==> src/rtl/mc_ctrl_pkg.sv <==
`default_nettype none
// ============================================================================
// Module      : mc_ctrl_pkg
// Description : Shared encodings for the multi-cycle main controller: FSM
//               states, opcode/funct values, ALU control codes and the
//               datapath mux select encodings.
// Revision    : 1.0 - initial release
// ============================================================================
package mc_ctrl_pkg;

    // FSM state encodings (exported on the debug state port)
    localparam logic [3:0] c_ST_INIT     = 4'd0;
    localparam logic [3:0] c_ST_FETCH    = 4'd1;
    localparam logic [3:0] c_ST_DECODE   = 4'd2;
    localparam logic [3:0] c_ST_EX_R     = 4'd3;
    localparam logic [3:0] c_ST_EX_I     = 4'd4;
    localparam logic [3:0] c_ST_MEM_ADDR = 4'd5;
    localparam logic [3:0] c_ST_MEM_RD   = 4'd6;
    localparam logic [3:0] c_ST_WB_MEM   = 4'd7;
    localparam logic [3:0] c_ST_MEM_WR   = 4'd8;
    localparam logic [3:0] c_ST_WB_R     = 4'd9;
    localparam logic [3:0] c_ST_WB_I     = 4'd10;
    localparam logic [3:0] c_ST_BRANCH   = 4'd11;
    localparam logic [3:0] c_ST_JUMP     = 4'd12;

    // Opcodes (IR[31:26])
    localparam logic [5:0] c_OP_RTYPE = 6'b000000;
    localparam logic [5:0] c_OP_LW    = 6'b100011;
    localparam logic [5:0] c_OP_SW    = 6'b101011;
    localparam logic [5:0] c_OP_BEQ   = 6'b000100;
    localparam logic [5:0] c_OP_J     = 6'b000010;
    localparam logic [5:0] c_OP_ADDI  = 6'b001000;
    localparam logic [5:0] c_OP_ADDIU = 6'b001001;
    localparam logic [5:0] c_OP_ANDI  = 6'b001100;
    localparam logic [5:0] c_OP_ORI   = 6'b001101;

    // R-type funct codes (IR[5:0])
    localparam logic [5:0] c_FN_ADD  = 6'b100000;
    localparam logic [5:0] c_FN_ADDU = 6'b100001;
    localparam logic [5:0] c_FN_SUB  = 6'b100010;
    localparam logic [5:0] c_FN_AND  = 6'b100100;
    localparam logic [5:0] c_FN_OR   = 6'b100101;
    localparam logic [5:0] c_FN_NOR  = 6'b100111;

    // ALU control codes, shared with the ALU itself
    localparam logic [2:0] c_ALU_AND  = 3'b000;
    localparam logic [2:0] c_ALU_OR   = 3'b001;
    localparam logic [2:0] c_ALU_NOR  = 3'b011;
    localparam logic [2:0] c_ALU_ADD  = 3'b100;
    localparam logic [2:0] c_ALU_ADDU = 3'b101;
    localparam logic [2:0] c_ALU_SUB  = 3'b110;

    // ALU operand B select
    localparam logic [1:0] c_SRCB_REG    = 2'b00;
    localparam logic [1:0] c_SRCB_FOUR   = 2'b01;
    localparam logic [1:0] c_SRCB_IMM    = 2'b10;
    localparam logic [1:0] c_SRCB_BRANCH = 2'b11;

    // PC source select
    localparam logic [1:0] c_PCSRC_ALU    = 2'b00;
    localparam logic [1:0] c_PCSRC_ALUOUT = 2'b01;
    localparam logic [1:0] c_PCSRC_JUMP   = 2'b10;

    // Operations whose overflow flag is architecturally meaningful
    function automatic logic is_signed_op(input logic [5:0] opcode, input logic [5:0] funct);
        return (opcode == c_OP_ADDI) ||
               ((opcode == c_OP_RTYPE) && ((funct == c_FN_ADD) || (funct == c_FN_SUB)));
    endfunction

endpackage
`default_nettype wire

==> src/rtl/mc_alu_dec.sv <==
`default_nettype none
// ============================================================================
// Module      : mc_alu_dec
// Description : Combinational instruction decoder: maps (opcode, funct) to
//               the ALU control code, the immediate zero-extend select and a
//               legality flag covering every supported instruction.
// Revision    : 1.0 - initial release
// ============================================================================
module mc_alu_dec
    import mc_ctrl_pkg::*;
(
    input  logic [5:0] i_opcode,
    input  logic [5:0] i_funct,
    output logic [2:0] o_alu_ctrl,
    output logic       o_imm_zext,
    output logic       o_legal
);

    // Decode opcode/funct; non-ALU instructions default to ADDU
    always_comb begin
        o_alu_ctrl = c_ALU_ADDU;
        o_imm_zext = 1'b0;
        o_legal    = 1'b1;
        case (i_opcode)
            c_OP_RTYPE: begin
                case (i_funct)
                    c_FN_ADD:  o_alu_ctrl = c_ALU_ADD;
                    c_FN_ADDU: o_alu_ctrl = c_ALU_ADDU;
                    c_FN_SUB:  o_alu_ctrl = c_ALU_SUB;
                    c_FN_AND:  o_alu_ctrl = c_ALU_AND;
                    c_FN_OR:   o_alu_ctrl = c_ALU_OR;
                    c_FN_NOR:  o_alu_ctrl = c_ALU_NOR;
                    default:   o_legal    = 1'b0;
                endcase
            end
            c_OP_ADDI:  o_alu_ctrl = c_ALU_ADD;
            c_OP_ADDIU: o_alu_ctrl = c_ALU_ADDU;
            c_OP_ANDI: begin
                o_alu_ctrl = c_ALU_AND;
                o_imm_zext = 1'b1;
            end
            c_OP_ORI: begin
                o_alu_ctrl = c_ALU_OR;
                o_imm_zext = 1'b1;
            end
            c_OP_LW, c_OP_SW, c_OP_BEQ, c_OP_J: o_alu_ctrl = c_ALU_ADDU;
            default: o_legal = 1'b0;
        endcase
    end

endmodule
`default_nettype wire

==> src/rtl/mc_main_ctrl.sv <==
`default_nettype none
// ============================================================================
// Module      : mc_main_ctrl
// Description : Multi-cycle main control FSM feeding the ALU and datapath.
//               Moore outputs decoded from state; pc_wr in BRANCH follows
//               the ALU zero flag. Build option MC_OVF_SUPPRESS_EN blocks
//               register write-back of signed results that overflowed.
// Revision    : 1.0 - initial release
// ============================================================================
module mc_main_ctrl
    import mc_ctrl_pkg::*;
#(
    parameter bit RESET_PC_WR = 1'b0
) (
    input  logic       clk,
    input  logic       rst_n,
    input  logic [5:0] opcode,
    input  logic [5:0] funct,
    input  logic       zero,
    input  logic       ovf,
    output logic [2:0] alu_ctrl,
    output logic       alu_src_a,
    output logic [1:0] alu_src_b,
    output logic       imm_zext,
    output logic       pc_wr,
    output logic [1:0] pc_src,
    output logic       iord,
    output logic       mem_rd,
    output logic       mem_wr,
    output logic       ir_wr,
    output logic       reg_wr,
    output logic       reg_dst,
    output logic       mem_to_reg,
    output logic       illegal_op,
    output logic [3:0] state
);

    logic [3:0] r_state;
    logic [3:0] w_next_state;
    logic [2:0] w_dec_alu_ctrl;
    logic       w_dec_imm_zext;
    logic       w_dec_legal;
    logic       w_wb_reg_wr;

    mc_alu_dec u_alu_dec (
        .i_opcode   (opcode),
        .i_funct    (funct),
        .o_alu_ctrl (w_dec_alu_ctrl),
        .o_imm_zext (w_dec_imm_zext),
        .o_legal    (w_dec_legal)
    );

`ifdef MC_OVF_SUPPRESS_EN
    logic r_ovf_q;

    // Hold the EX-stage overflow of signed ops into WB, where ALU inputs change
    always_ff @(posedge clk or negedge rst_n) begin
        if (!rst_n) begin
            r_ovf_q <= 1'b0;
        end else if ((r_state == c_ST_EX_R) || (r_state == c_ST_EX_I)) begin
            r_ovf_q <= ovf & is_signed_op(opcode, funct);
        end else begin
            r_ovf_q <= 1'b0;
        end
    end

    assign w_wb_reg_wr = ~r_ovf_q;
`else
    logic w_ovf_unused;
    assign w_ovf_unused = ovf;
    assign w_wb_reg_wr  = 1'b1;
`endif

    // State register
    always_ff @(posedge clk or negedge rst_n) begin
        if (!rst_n) begin
            r_state <= c_ST_INIT;
        end else begin
            r_state <= w_next_state;
        end
    end

    // Next-state sequencing; illegal instructions fall straight back to FETCH
    always_comb begin
        w_next_state = c_ST_INIT;
        case (r_state)
            c_ST_INIT:   w_next_state = c_ST_FETCH;
            c_ST_FETCH:  w_next_state = c_ST_DECODE;
            c_ST_DECODE: begin
                w_next_state = c_ST_FETCH;
                if (w_dec_legal) begin
                    case (opcode)
                        c_OP_RTYPE:                  w_next_state = c_ST_EX_R;
                        c_OP_LW, c_OP_SW:            w_next_state = c_ST_MEM_ADDR;
                        c_OP_BEQ:                    w_next_state = c_ST_BRANCH;
                        c_OP_J:                      w_next_state = c_ST_JUMP;
                        c_OP_ADDI, c_OP_ADDIU,
                        c_OP_ANDI, c_OP_ORI:         w_next_state = c_ST_EX_I;
                        default:                     w_next_state = c_ST_FETCH;
                    endcase
                end
            end
            c_ST_EX_R:     w_next_state = c_ST_WB_R;
            c_ST_EX_I:     w_next_state = c_ST_WB_I;
            c_ST_MEM_ADDR: w_next_state = (opcode == c_OP_LW) ? c_ST_MEM_RD : c_ST_MEM_WR;
            c_ST_MEM_RD:   w_next_state = c_ST_WB_MEM;
            c_ST_WB_MEM,
            c_ST_MEM_WR,
            c_ST_WB_R,
            c_ST_WB_I,
            c_ST_BRANCH,
            c_ST_JUMP:     w_next_state = c_ST_FETCH;
            default:       w_next_state = c_ST_INIT;
        endcase
    end

    // Output decode from state; everything not named in a state stays low
    always_comb begin
        alu_ctrl   = 3'b000;
        alu_src_a  = 1'b0;
        alu_src_b  = c_SRCB_REG;
        imm_zext   = 1'b0;
        pc_wr      = 1'b0;
        pc_src     = c_PCSRC_ALU;
        iord       = 1'b0;
        mem_rd     = 1'b0;
        mem_wr     = 1'b0;
        ir_wr      = 1'b0;
        reg_wr     = 1'b0;
        reg_dst    = 1'b0;
        mem_to_reg = 1'b0;
        illegal_op = 1'b0;
        case (r_state)
            c_ST_INIT: pc_wr = RESET_PC_WR;
            c_ST_FETCH: begin
                mem_rd    = 1'b1;
                ir_wr     = 1'b1;
                alu_src_b = c_SRCB_FOUR;
                alu_ctrl  = c_ALU_ADDU;
                pc_wr     = 1'b1;
            end
            c_ST_DECODE: begin
                alu_src_b  = c_SRCB_BRANCH;
                alu_ctrl   = c_ALU_ADDU;
                illegal_op = ~w_dec_legal;
            end
            c_ST_EX_R: begin
                alu_src_a = 1'b1;
                alu_src_b = c_SRCB_REG;
                alu_ctrl  = w_dec_alu_ctrl;
            end
            c_ST_EX_I: begin
                alu_src_a = 1'b1;
                alu_src_b = c_SRCB_IMM;
                alu_ctrl  = w_dec_alu_ctrl;
                imm_zext  = w_dec_imm_zext;
            end
            c_ST_MEM_ADDR: begin
                alu_src_a = 1'b1;
                alu_src_b = c_SRCB_IMM;
                alu_ctrl  = c_ALU_ADDU;
            end
            c_ST_MEM_RD: begin
                mem_rd = 1'b1;
                iord   = 1'b1;
            end
            c_ST_WB_MEM: begin
                reg_wr     = 1'b1;
                mem_to_reg = 1'b1;
            end
            c_ST_MEM_WR: begin
                mem_wr = 1'b1;
                iord   = 1'b1;
            end
            c_ST_WB_R: begin
                reg_wr  = w_wb_reg_wr;
                reg_dst = 1'b1;
            end
            c_ST_WB_I: reg_wr = w_wb_reg_wr;
            c_ST_BRANCH: begin
                alu_src_a = 1'b1;
                alu_src_b = c_SRCB_REG;
                alu_ctrl  = c_ALU_SUB;
                pc_src    = c_PCSRC_ALUOUT;
                pc_wr     = zero;
            end
            c_ST_JUMP: begin
                pc_src = c_PCSRC_JUMP;
                pc_wr  = 1'b1;
            end
            default: ;
        endcase
    end

    assign state = r_state;

endmodule
`default_nettype wire

==> config.mk <==
export PLATFORM = sky130hd
export DESIGN_NAME = mc_main_ctrl
export DESIGN_NICKNAME = d
export VERILOG_FILES = /design/src/rtl/mc_ctrl_pkg.sv /design/src/rtl/mc_alu_dec.sv /design/src/rtl/mc_main_ctrl.sv
export SDC_FILE = /design/constraint.sdc
export NUM_CORES = 1
export LEC_CHECK = 0
export BUFFER_PORTS_ARGS = -buffer_cell sky130_fd_sc_hd__buf_2
export CAP_MARGIN = 10
export CORE_MARGIN = 2
export CORE_UTILIZATION = 47
export DETAILED_ROUTE_END_ITERATION = 8
export HOLD_SLACK_MARGIN = 0.06
export PLACE_DENSITY_LB_ADDON = 0.2
export SYNTH_ARGS = -nofsm -noshare
export SYNTH_HDL_FRONTEND = slang
export SYNTH_SLANG_ARGS = --single-unit
==> constraint.sdc <==
create_clock -name clk -period 2.16 [get_ports clk]
set_input_delay 0.432 -clock clk [delete_from_list [all_inputs] [get_ports clk]]
set_output_delay 0.432 -clock clk [all_outputs]
set_load 0.03 [all_outputs]
==> flow_summary.ini <==
[status]
status = completed

[logic_synthesis]
synth_adder_area_share = 0
syn_area_um2 = 704
yosys-mux-area-fraction = 0.0160
synthesis.nets = 120
synth-compound-area-share = 0.259
netlist_instances = 104
seq_area_frac_synth = 0.142
synth_xor_area_frac = 0.0124
synth_top_family_by_area = simple AND/OR/NAND/NOR gates
ys_warn_count = 0
async_reset_ff_frac = 1.00
synth-simple-area-share = 0.508
synth-seq-cells = 4
synth_cell_types = 36
synthFlopType = dfrtp_1
synth_edf_count = 0
avgSynthCellArea_um2 = 6.77

[critical_path]
reg2reg_slack_ns = 0.71
r2r_end = state[3]$_DFF_PN0_
cp_data_arrival_time_ns = 1.61
r2r-start = state[1]$_DFF_PN0_
cp_max_fo = 9
reg2regPathDepth = 5
path_class = reg -> out
cp.required_ns = 1.73
start_kind = register
cp-end-kind = output port

[clock_network]
ctsRootBufferMaster = clkbuf_4
clk_pin_slew_ns = 0.04
clock_sinks = 4
clk_latency_ns = 0.24
cts_buffer_depth = 2
htreeDepth = 1
postCtsSetupBuffers = 0
numCtsBuffers = 3
cts_tree = done

[drt]
num_vias = 937
wl_per_cell_um = 13.1
drc = 0
wl_um = 2060
antenna_left = 0
viasPerCell = 5.97
drt_iter0_markers = 24
dr.pass1.iters = 4

[timing]
clock_skew_ns = 0.00639
fin_crit_sh = 0.947
slew_headroom = 0.771
finalHoldViolations = 0
slew_viol_final = 0
hold_ws_ns = 0.519
rsz0062_at_grt = false
report.final.setup_viol = 0
fin_tns_setup_ns = 0
clock.fmax_mhz = 489
max_slew.worst_pin.slew_ns = 0.344
layout_min_cycle_time_ns = 2.04

[floorplanning]
die_y_um = 42.7
rows = 13
fp.dieArea_um2 = 1820
die_x_um = 42.7
initial_core_util = 0.522
core_area_um2 = 1350
ios = 38

[placed_design]
port_buffers = 36
place_area_um2 = 912
gp_congestion = 0.802
dpl.hpwl_um = 1650

[power]
powerDensity_nw_per_um2 = 1280
peakVddDrop_mv = 0.533
power.leakage_nw = 0.438

[layout]
layout_commonest_cell = buf_2
final_cell_mix = buf_2, nor2_1, a21oi_1
nets = 160
largest_reg_flops = 4
drive_gt1_frac = 0.401
diodes = 0
syn_to_final_growth_pct = 36.8
fin_area_um2 = 963

[flow_run]
max_cap_violations = 0

[worst_hold_path]
hp-class = in -> async

[global_routing]
grt_pass1_wl_um = 3480
grt_overflow = 0
grt_max_degree = 16
grt_pass1_vias = 833
antenna_found_initial = 0
track_usage = 0.245
[area by class of cell]
cell class	count	area [um2]
inverters	2	7.51
well taps	15	18.8
fillers	117	387
multi-input cells	91	583
flip-flops and latches	4	104
clock buffers	3	22.5
repair buffers	42	228
[metal layers]
| metal | global-route usage | up-vias | wire [um] |
|---|---|---|---|
| met5 | 0 | - | 0 |
| met4 | 0.0750 | 0 | 14 |
| met3 | 0.0298 | 2 | 145 |
| met2 | 0.439 | 50 | 1010 |
| met1 | 0.299 | 425 | 896 |
| li1 | - | 460 | - |
[synth_stat cells, types with 3 or more instances]
| library cell | number | area share |
|---|---|---|
| nor2_1 | 18 | 0.096 |
| a21oi_1 | 9 | 0.064 |
| nand2b_1 | 8 | 0.071 |
| o21ai_0 | 8 | 0.057 |
| buf_2 | 5 | 0.036 |
| nand3_1 | 5 | 0.036 |
| nor2b_1 | 5 | 0.044 |
| dfrtp_1 | 4 | 0.14 |
| nand2_1 | 4 | 0.021 |
| nand4_1 | 3 | 0.027 |
| nor3_1 | 3 | 0.021 |
| o22ai_1 | 3 | 0.027 |
[power by group]
part           internal [mW]  switching [mW]
Combinational          0.316           0.652
Clock                 0.0622          0.0319
Sequential             0.105          0.0662
Total                  0.482           0.750
[repair_timing]
item	CTS	global route
resized for setup	1	5
pin swaps	0	0
endpoints found under the setup margin	1	5
hold buffers	1	0
hold endpoints to repair	4	0
[worst max-delay path by stage]
stage | depth (start not counted) | start | end | slack [ns]
after floorplan | 4 | state[1]$_DFF_PN0_ | reg_wr | 0.003
after global placement | 6 | opcode[2] | alu_ctrl[1] | 0.16
after detailed placement | 6 | opcode[4] | alu_ctrl[1] | 0.13
after CTS | 5 | state[2]$_DFF_PN0_ | alu_ctrl[2] | 0.04
after global routing | 5 | state[0]$_DFF_PN0_ | illegal_op | 0.02
final | 5 | state[0]$_DFF_PN0_ | illegal_op | 0.12
[logic make-up after synthesis]
kind of cell    after synthesis
xor+xnor                      1
buf+inv                       9
flops                         4
compound gates               29
simple gates                 60
mux                           1
[metrics by stage]
step / instances / total power, mW / worst slack (ns) / util
floorplan: 104 / 0.863 / 0.00275 / -
global placement: 153 / 1.09 / 0.162 / 0.676
detailed placement: 153 / 1.11 / 0.134 / 0.676
CTS: 157 / 1.22 / 0.0385 / 0.704
global route: 157 / 1.31 / 0.0183 / 0.714
finish: 157 / 1.23 / 0.115 / 0.714
[critical path, stage by stage (launching register included)]
cell	delay, ns
dfrtp_2	0.45
nand2b_1	0.22
nor3_4	0.24
o21ai_0	0.15
nor2_1	0.11
buf_2	0.20
Power figures use the tool's default switching activity.
